--- src/rtl/spi_ram_pkg.sv ---
// Shared opcodes, FSM encoding and helpers for the SPI-to-RAM burst bridge.
package spi_ram_pkg;

  localparam logic [1:0] OP_WR_ADDR = 2'b00;
  localparam logic [1:0] OP_WR_DATA = 2'b01;
  localparam logic [1:0] OP_RD_ADDR = 2'b10;
  localparam logic [1:0] OP_RD_DATA = 2'b11;

  typedef enum logic [2:0] {
    ST_IDLE    = 3'd0,
    ST_OPC     = 3'd1,
    ST_WR_ADDR = 3'd2,
    ST_RD_ADDR = 3'd3,
    ST_WR_DATA = 3'd4,
    ST_RD_DATA = 3'd5,
    ST_HOLD    = 3'd6
  } state_t;

  function automatic int max_int(input int a, input int b);
    if (a > b) begin
      return a;
    end else begin
      return b;
    end
  endfunction

endpackage

--- src/rtl/spi_ram_mem.sv ---
// Single-port synchronous RAM with registered read; contents are never reset.
module spi_ram_mem #(
  parameter int ADDR_W = 8,
  parameter int DATA_W = 8
) (
  input  logic              clk,
  input  logic              we,
  input  logic [ADDR_W-1:0] addr,
  input  logic [DATA_W-1:0] din,
  output logic [DATA_W-1:0] dout
);

  logic [DATA_W-1:0] r_mem [0:(2**ADDR_W)-1];

  // One access per cycle: a write, or a registered read of the addressed word.
  always_ff @(posedge clk) begin
    if (we) begin
      r_mem[addr] <= din;
    end else begin
      dout <= r_mem[addr];
    end
  end

endmodule

--- src/rtl/spi_ram_burst.sv ---
// SPI slave bridged to an on-chip RAM: 2-bit opcode, then address load or
// burst data with auto-incrementing, wrapping read/write pointers.
module spi_ram_burst
  import spi_ram_pkg::*;
#(
  parameter int ADDR_W   = 8,
  parameter int DATA_W   = 8,
  parameter int AUTO_INC = 1
) (
  input  logic clk,
  input  logic rst_n,
  input  logic SS_n,
  input  logic MOSI,
  output logic MISO
);

  localparam int RX_W  = max_int(ADDR_W, DATA_W);
  localparam int CNT_W = $clog2(RX_W) + 1;

  localparam logic [CNT_W-1:0]  CNT_ZERO  = CNT_W'(0);
  localparam logic [CNT_W-1:0]  CNT_ONE   = CNT_W'(1);
  localparam logic [CNT_W-1:0]  ADDR_LAST = CNT_W'(ADDR_W - 1);
  localparam logic [CNT_W-1:0]  DATA_LAST = CNT_W'(DATA_W - 1);
  localparam logic [ADDR_W-1:0] PTR_STEP  = (AUTO_INC != 0) ? ADDR_W'(1) : ADDR_W'(0);

  state_t              r_state;
  state_t              w_next_state;
  logic [CNT_W-1:0]    r_cnt;
  logic                r_op_hi;
  logic [RX_W-2:0]     r_rx;
  logic [DATA_W-2:0]   r_tx;
  logic [ADDR_W-1:0]   r_wr_ptr;
  logic [ADDR_W-1:0]   r_rd_ptr;
  logic                r_miso;

  logic [RX_W-1:0]     w_rx_next;
  logic [1:0]          w_opcode;
  logic                w_addr_last;
  logic                w_data_last;
  logic                w_mem_we;
  logic [ADDR_W-1:0]   w_mem_addr;
  logic [DATA_W-1:0]   w_mem_din;
  logic [DATA_W-1:0]   w_mem_dout;

  assign w_rx_next   = {r_rx, MOSI};
  assign w_opcode    = {r_op_hi, MOSI};
  assign w_addr_last = (r_cnt == ADDR_LAST);
  assign w_data_last = (r_cnt == DATA_LAST);
  assign MISO        = r_miso;

  // FSM state register.
  always_ff @(posedge clk or negedge rst_n) begin
    if (!rst_n) begin
      r_state <= ST_IDLE;
    end else begin
      r_state <= w_next_state;
    end
  end

  // FSM next-state: any edge with SS_n high ends the frame.
  always_comb begin
    w_next_state = r_state;
    if (SS_n) begin
      w_next_state = ST_IDLE;
    end else begin
      case (r_state)
        ST_IDLE: w_next_state = ST_OPC;
        ST_OPC: begin
          case (w_opcode)
            OP_WR_ADDR: w_next_state = ST_WR_ADDR;
            OP_WR_DATA: w_next_state = ST_WR_DATA;
            OP_RD_ADDR: w_next_state = ST_RD_ADDR;
            OP_RD_DATA: w_next_state = ST_RD_DATA;
            default:    w_next_state = ST_IDLE;
          endcase
        end
        ST_WR_ADDR, ST_RD_ADDR: begin
          if (w_addr_last) begin
            w_next_state = ST_HOLD;
          end else begin
            w_next_state = r_state;
          end
        end
        ST_WR_DATA, ST_RD_DATA, ST_HOLD: w_next_state = r_state;
        default: w_next_state = ST_IDLE;
      endcase
    end
  end

  // FSM outputs: RAM strobe and address mux. The read pointer is the default
  // address so the first read word is fetched on the opcode edge; on the LSB
  // edge of a read word the next word is prefetched.
  always_comb begin
    w_mem_we   = 1'b0;
    w_mem_addr = r_rd_ptr;
    w_mem_din  = w_rx_next[DATA_W-1:0];
    if (r_state == ST_WR_DATA) begin
      w_mem_addr = r_wr_ptr;
      if (!SS_n && w_data_last) begin
        w_mem_we = 1'b1;
      end else begin
        w_mem_we = 1'b0;
      end
    end else if ((r_state == ST_RD_DATA) && w_data_last) begin
      w_mem_addr = r_rd_ptr + PTR_STEP;
    end else begin
      w_mem_addr = r_rd_ptr;
    end
  end

  // Datapath: bit counter, shifters, pointers and the registered MISO.
  always_ff @(posedge clk or negedge rst_n) begin
    if (!rst_n) begin
      r_cnt    <= CNT_ZERO;
      r_op_hi  <= 1'b0;
      r_rx     <= '0;
      r_tx     <= '0;
      r_wr_ptr <= '0;
      r_rd_ptr <= '0;
      r_miso   <= 1'b0;
    end else if (SS_n) begin
      r_cnt  <= CNT_ZERO;
      r_rx   <= '0;
      r_tx   <= '0;
      r_miso <= 1'b0;
    end else begin
      case (r_state)
        ST_IDLE: begin
          r_op_hi <= MOSI;
          r_cnt   <= CNT_ZERO;
          r_miso  <= 1'b0;
        end
        ST_OPC: begin
          r_cnt  <= CNT_ZERO;
          r_miso <= 1'b0;
        end
        ST_WR_ADDR: begin
          r_rx  <= w_rx_next[RX_W-2:0];
          r_cnt <= r_cnt + CNT_ONE;
          if (w_addr_last) begin
            r_wr_ptr <= w_rx_next[ADDR_W-1:0];
          end
        end
        ST_RD_ADDR: begin
          r_rx  <= w_rx_next[RX_W-2:0];
          r_cnt <= r_cnt + CNT_ONE;
          if (w_addr_last) begin
            r_rd_ptr <= w_rx_next[ADDR_W-1:0];
          end
        end
        ST_WR_DATA: begin
          r_rx <= w_rx_next[RX_W-2:0];
          if (w_data_last) begin
            r_cnt    <= CNT_ZERO;
            r_wr_ptr <= r_wr_ptr + PTR_STEP;
          end else begin
            r_cnt <= r_cnt + CNT_ONE;
          end
        end
        ST_RD_DATA: begin
          if (r_cnt == CNT_ZERO) begin
            r_miso <= w_mem_dout[DATA_W-1];
            r_tx   <= w_mem_dout[DATA_W-2:0];
          end else begin
            r_miso <= r_tx[DATA_W-2];
            r_tx   <= r_tx << 1;
          end
          if (w_data_last) begin
            r_cnt    <= CNT_ZERO;
            r_rd_ptr <= r_rd_ptr + PTR_STEP;
          end else begin
            r_cnt <= r_cnt + CNT_ONE;
          end
        end
        ST_HOLD: r_miso <= 1'b0;
        default: begin
          r_cnt  <= CNT_ZERO;
          r_miso <= 1'b0;
        end
      endcase
    end
  end

  spi_ram_mem #(
    .ADDR_W(ADDR_W),
    .DATA_W(DATA_W)
  ) u_mem (
    .clk (clk),
    .we  (w_mem_we),
    .addr(w_mem_addr),
    .din (w_mem_din),
    .dout(w_mem_dout)
  );

endmodule

--- config.mk ---
export PLATFORM = sky130hd
export DESIGN_NAME = spi_ram_burst
export DESIGN_NICKNAME = d
export VERILOG_FILES = /design/src/rtl/spi_ram_pkg.sv /design/src/rtl/spi_ram_mem.sv /design/src/rtl/spi_ram_burst.sv
export SDC_FILE = /design/constraint.sdc
export NUM_CORES = 2
export LEC_CHECK = 0
export ABC_CLOCK_PERIOD_IN_PS = 5100
export BUFFER_PORTS_ARGS = -buffer_cell sky130_fd_sc_hd__buf_2
export CAP_MARGIN = 20
export CELL_PAD_IN_SITES_DETAIL_PLACEMENT = 1
export CELL_PAD_IN_SITES_GLOBAL_PLACEMENT = 1
export CORE_ASPECT_RATIO = 1.25
export CORE_UTILIZATION = 50
export DETAILED_ROUTE_END_ITERATION = 12
export GPL_TIMING_DRIVEN = 1
export HOLD_SLACK_MARGIN = 0.06
export PLACE_DENSITY_LB_ADDON = 0.1
export SLEW_MARGIN = 10
export SYNTH_ARGS = -nofsm -noshare
export SYNTH_HDL_FRONTEND = slang
export SYNTH_SLANG_ARGS = --single-unit
--- constraint.sdc ---
create_clock -name clk -period 5.1 [get_ports clk]
set_clock_uncertainty 0.1 [all_clocks]
set_input_delay 1.02 -clock clk [delete_from_list [all_inputs] [get_ports clk]]
set_output_delay 1.02 -clock clk [all_outputs]
set_load 0.005 [all_outputs]
==> results.md <==
- Slew HR: a little over a fifth
- Outcome: finished, final reports clean
- Sequential-to-total area share from yosys stat: 76.3%
- P&R area growth vs syn: 13.2%
- Period utilization: 94.0%
- IO Count: 5
- CTS Hold Bufs: 0
- Post-synth EDFFs: 2,056
- Final design utilization: between 50% and 60%
- Switching portion of total power: between 20% and 30%
- Grt ovf: 0
- Final setup vio count: 0
- Leading cell type in the layout, fill and taps excluded: edfxtp_1
- DP HPWL: ~140 mm
- Met1 Usage GRT: 36.9%
- Core Rows: around 170
- Wire per inst: approximately 32 um
- Starting DRC count in detailed routing: 4,405
- WP data arrival: 5.30 ns
- CTS HTree Levels: 4
- Warnings from Yosys: 0
- Die width: ~360 um
- Share of the synthesized area in the top cell type: between 70% and 80%
- Min Tclk post-route: approximately 4.8 ns
- PnR Total Power: 37.9 mW
- P_int: 28.7 mW
- Mapped Area: just over 0.08 mm^2
- CTS tree: yes
- CP endpoint kind: flip-flop
- WP data required: between 5 and 6 ns
- Sequential share of power: between 40% and 50%
- CTS Buffer Depth: 3
- Post-synth top flop: edfxtp_1
- DR vias: between 40,000 and 50,000
- ANT nets after route: 0
- CTS Root Buffer Type: clkbuf_16
- Max-slew violations: 0
- Hold Vio Cnt, Final: 0
- Post-Syn Instances: between 4,000 and 5,000
- Syn avg cell area: 17.9 um^2
- DRC: 0
- Crit-path cells: ha_1 -> and4b_1 -> nand3_1 -> nand3_4 -> buf_4 -> buf_12 -> mux4_2 -> a22o_1 -> nor2_1 -> o2111a_1 -> nor2_1 -> a221o_1 -> a211o_1
- Asr flop ratio synth: between 1.5 and 2%
- Worst-margin pin slew: 1.16 ns
- Family with the most delay on the worst path: compound AO/OA/AOI/OAI gates
- First-pass GRT wire length: roughly 330 mm
- Crit path launch type: flip-flop
- Hold Crit Class: input pin to asynchronous set/reset pin
- Met3 GRT Util: about 3.9%
- Final wirelength: 227 mm
- Reg clk slew, reported paths: ~0.06 ns
- Initial antenna violation count: 7
- Layout cell share with drive strength beyond 1: about a fifth
- Pwr Density: 408 mW/mm^2
- Largest net degree at the start of global routing: ~170
- Largest area contributor in the netlist: edfxtp_1
- Clock latency at the later pin of the worst-skew pair: roughly 0.85 ns
- CORE AREA: about 0.16 mm^2
- Buffers & Inverters on Critical Path: 2
- Post-layout nets: roughly 4,800
- RSZ-0062 raised after global routing: no
- Clock Sinks: 2,095
- Syn Nets: roughly 4,600
- CP peak stage delay: roughly 0.42 ns
- Met2 Resource Use GR: a little under half
- Comb pwr share: a little under an eighth
- Starting density of the core: around half
- #FFs+latches synth: 2,095
- CP max FO: between 70 and 80
- Fillcell total: approximately 14,000
- Vias in the first global route: 45,900
- Slowest cell on the critical path: dfrtp_1
- Chip Height: 455 um
- Max cap viols: 0
- Clock network fraction of design power: about two fifths
- Peak VDD IR: approximately 0.4 mV
- GRT Total Usage: 27.8%
- Full die area: 0.166 mm^2
- Leak: approximately 30 nW
- Most Used Layer, Global Route: met2
- GPL Wtd Cong: ~0.87
- Sw power: 9.19 mW
- Routed vias/inst: 6.18
- Cts bufs inserted: slightly below 200
- Cell mode on critical path: nor2_1
- Top post-synthesis cells by area: edfxtp_1 75%, mux4_2 10%, nand2_1 2.8%
- Critical path type: flip-flop to flip-flop
- Synth cell types: 69
- Most frequent cells in the layout: 2,056 x edfxtp_1, 603 x nand2_1, 383 x mux4_2
- I/O Buffers: 4
- Max frequency: 209 MHz
- Drt pass-1 iters: 7
[worst paths after layout]
kind | startpoint | end | depth (start not counted) | slack [ns]
setup / recovery | r_cnt[0] | u_mem.dout[6] | 13 | 0.31
hold / removal | rst_n | r_wr_ptr[4] | 1 | 0.07
setup reg to reg | r_cnt[0] | u_mem.dout[6] | 13 | 0.31
hold reg to reg | r_op_hi | r_op_hi | 2 | 0.44
max in group asynchronous | rst_n | r_tx[4] | 2 | 4.30
min in group clk | r_op_hi | r_op_hi | 2 | 0.44
[synth_stat cells (4+ instances only)]
cell	instances
a22oi_1	68
mux2i_1	64
nand2_1	612
o21ai_0	27
a211oi_1	10
o211ai_1	7
buf_4	18
nor2b_1	10
a31oi_1	18
nor4_1	10
buf_1	30
edfxtp_1	2056
and3_1	18
nor3_1	23
buf_2	80
a41oi_1	16
a22o_1	42
o2111ai_1	44
o21a_1	7
buf_6	7
nand3_1	236
inv_1	10
or4_1	22
a21o_1	4
nor2_1	317
a311o_1	7
nand4_1	47
and2_1	4
mux4_2	383
dfrtp_1	39
a21oi_1	120
o22ai_1	8
nand2b_1	10
ha_1	4
clkbuf_1	150
mux2_2	8
a221o_1	8
a32oi_1	10
[flip-flops by register name, indices dropped and copies added, names as in the netlist]
| name | cells |
|---|---|
| MISO | 1 |
| r_cnt | 4 |
| r_op_hi | 1 |
| r_rd_ptr | 8 |
| r_rx | 7 |
| r_state | 3 |
| r_tx | 7 |
| r_wr_ptr | 8 |
| u_mem.dout | 8 |
| u_mem.r_mem | 2048 |
[routing by layer]
layer / share of wire, % / vias to the layer above
met5: 0.0097 / -
met2: 51 / 1517
li1: - / 18700
met1: 40 / 23600
met4: 3.7 / 4
met3: 5.7 / 340
[timing repair]
action                                 CTS  global route
pin swaps                                0             1
endpoints found under the hold margin    0             0
resized for setup                        0            15
setup buffers                            0             4
setup endpoints to repair               64           111
[through the flow]
stage | cells | TNS (ns) | hold WS [ns] | area, um^2 | setup WS [ns]
2_1_floorplan | 4595 | 0 | 0.393 | 82200 | 0.966
3_3_place_gp | 6770 | 0 | 0.419 | 86400 | 0.108
3_5_place_dp | 6772 | -0.471 | 0.443 | 86400 | -0.0380
4_1_cts | 7147 | -2.13 | 0.228 | 92800 | -0.0693
5_1_grt | 7155 | 0 | 0.0752 | 93000 | 0.0975
6_report | 7157 | 0 | 0.0683 | 93000 | 0.307
[cell type report]
class                      count  area, um^2  share of cell area, %
antenna                        4        10.0                 0.0108
tap                         2171        2720                   2.92
sequential                  2095       62700                   67.5
clock inverter               131        1210                   1.31
timing repair buffer         297        2690                   2.90
clock buffer                 244        5220                   5.62
multi-input combinational   2205       18300                   19.7
inverter                      10        37.5                 0.0404
[power by group through the flow]
stage          combinational [mW]  clock [mW]  sequential, mW
6_report                     4.34        14.7            18.9
2_1_floorplan                2.67           0            19.3
3_3_place_gp                 4.30           0            19.2
3_5_place_dp                 4.34           0            19.2
5_1_grt                      4.59        15.5            18.9
4_1_cts                      4.36        14.9            18.9
[cell families (layout without fill, tap and decap cells)]
logic type,count (synthesis),after routing,synth area share [%]
compound gates,416,416,3.60
xor+xnor,2,2,0.0213
fa+ha+maj,4,4,0.0609
buf+inv,295,682,1.62
flops,2095,2095,76.3
mux,455,455,11.4
other cells,0,4,0
simple gates,1328,1328,6.99
Note: power is estimated with default switching activity, not from simulation.
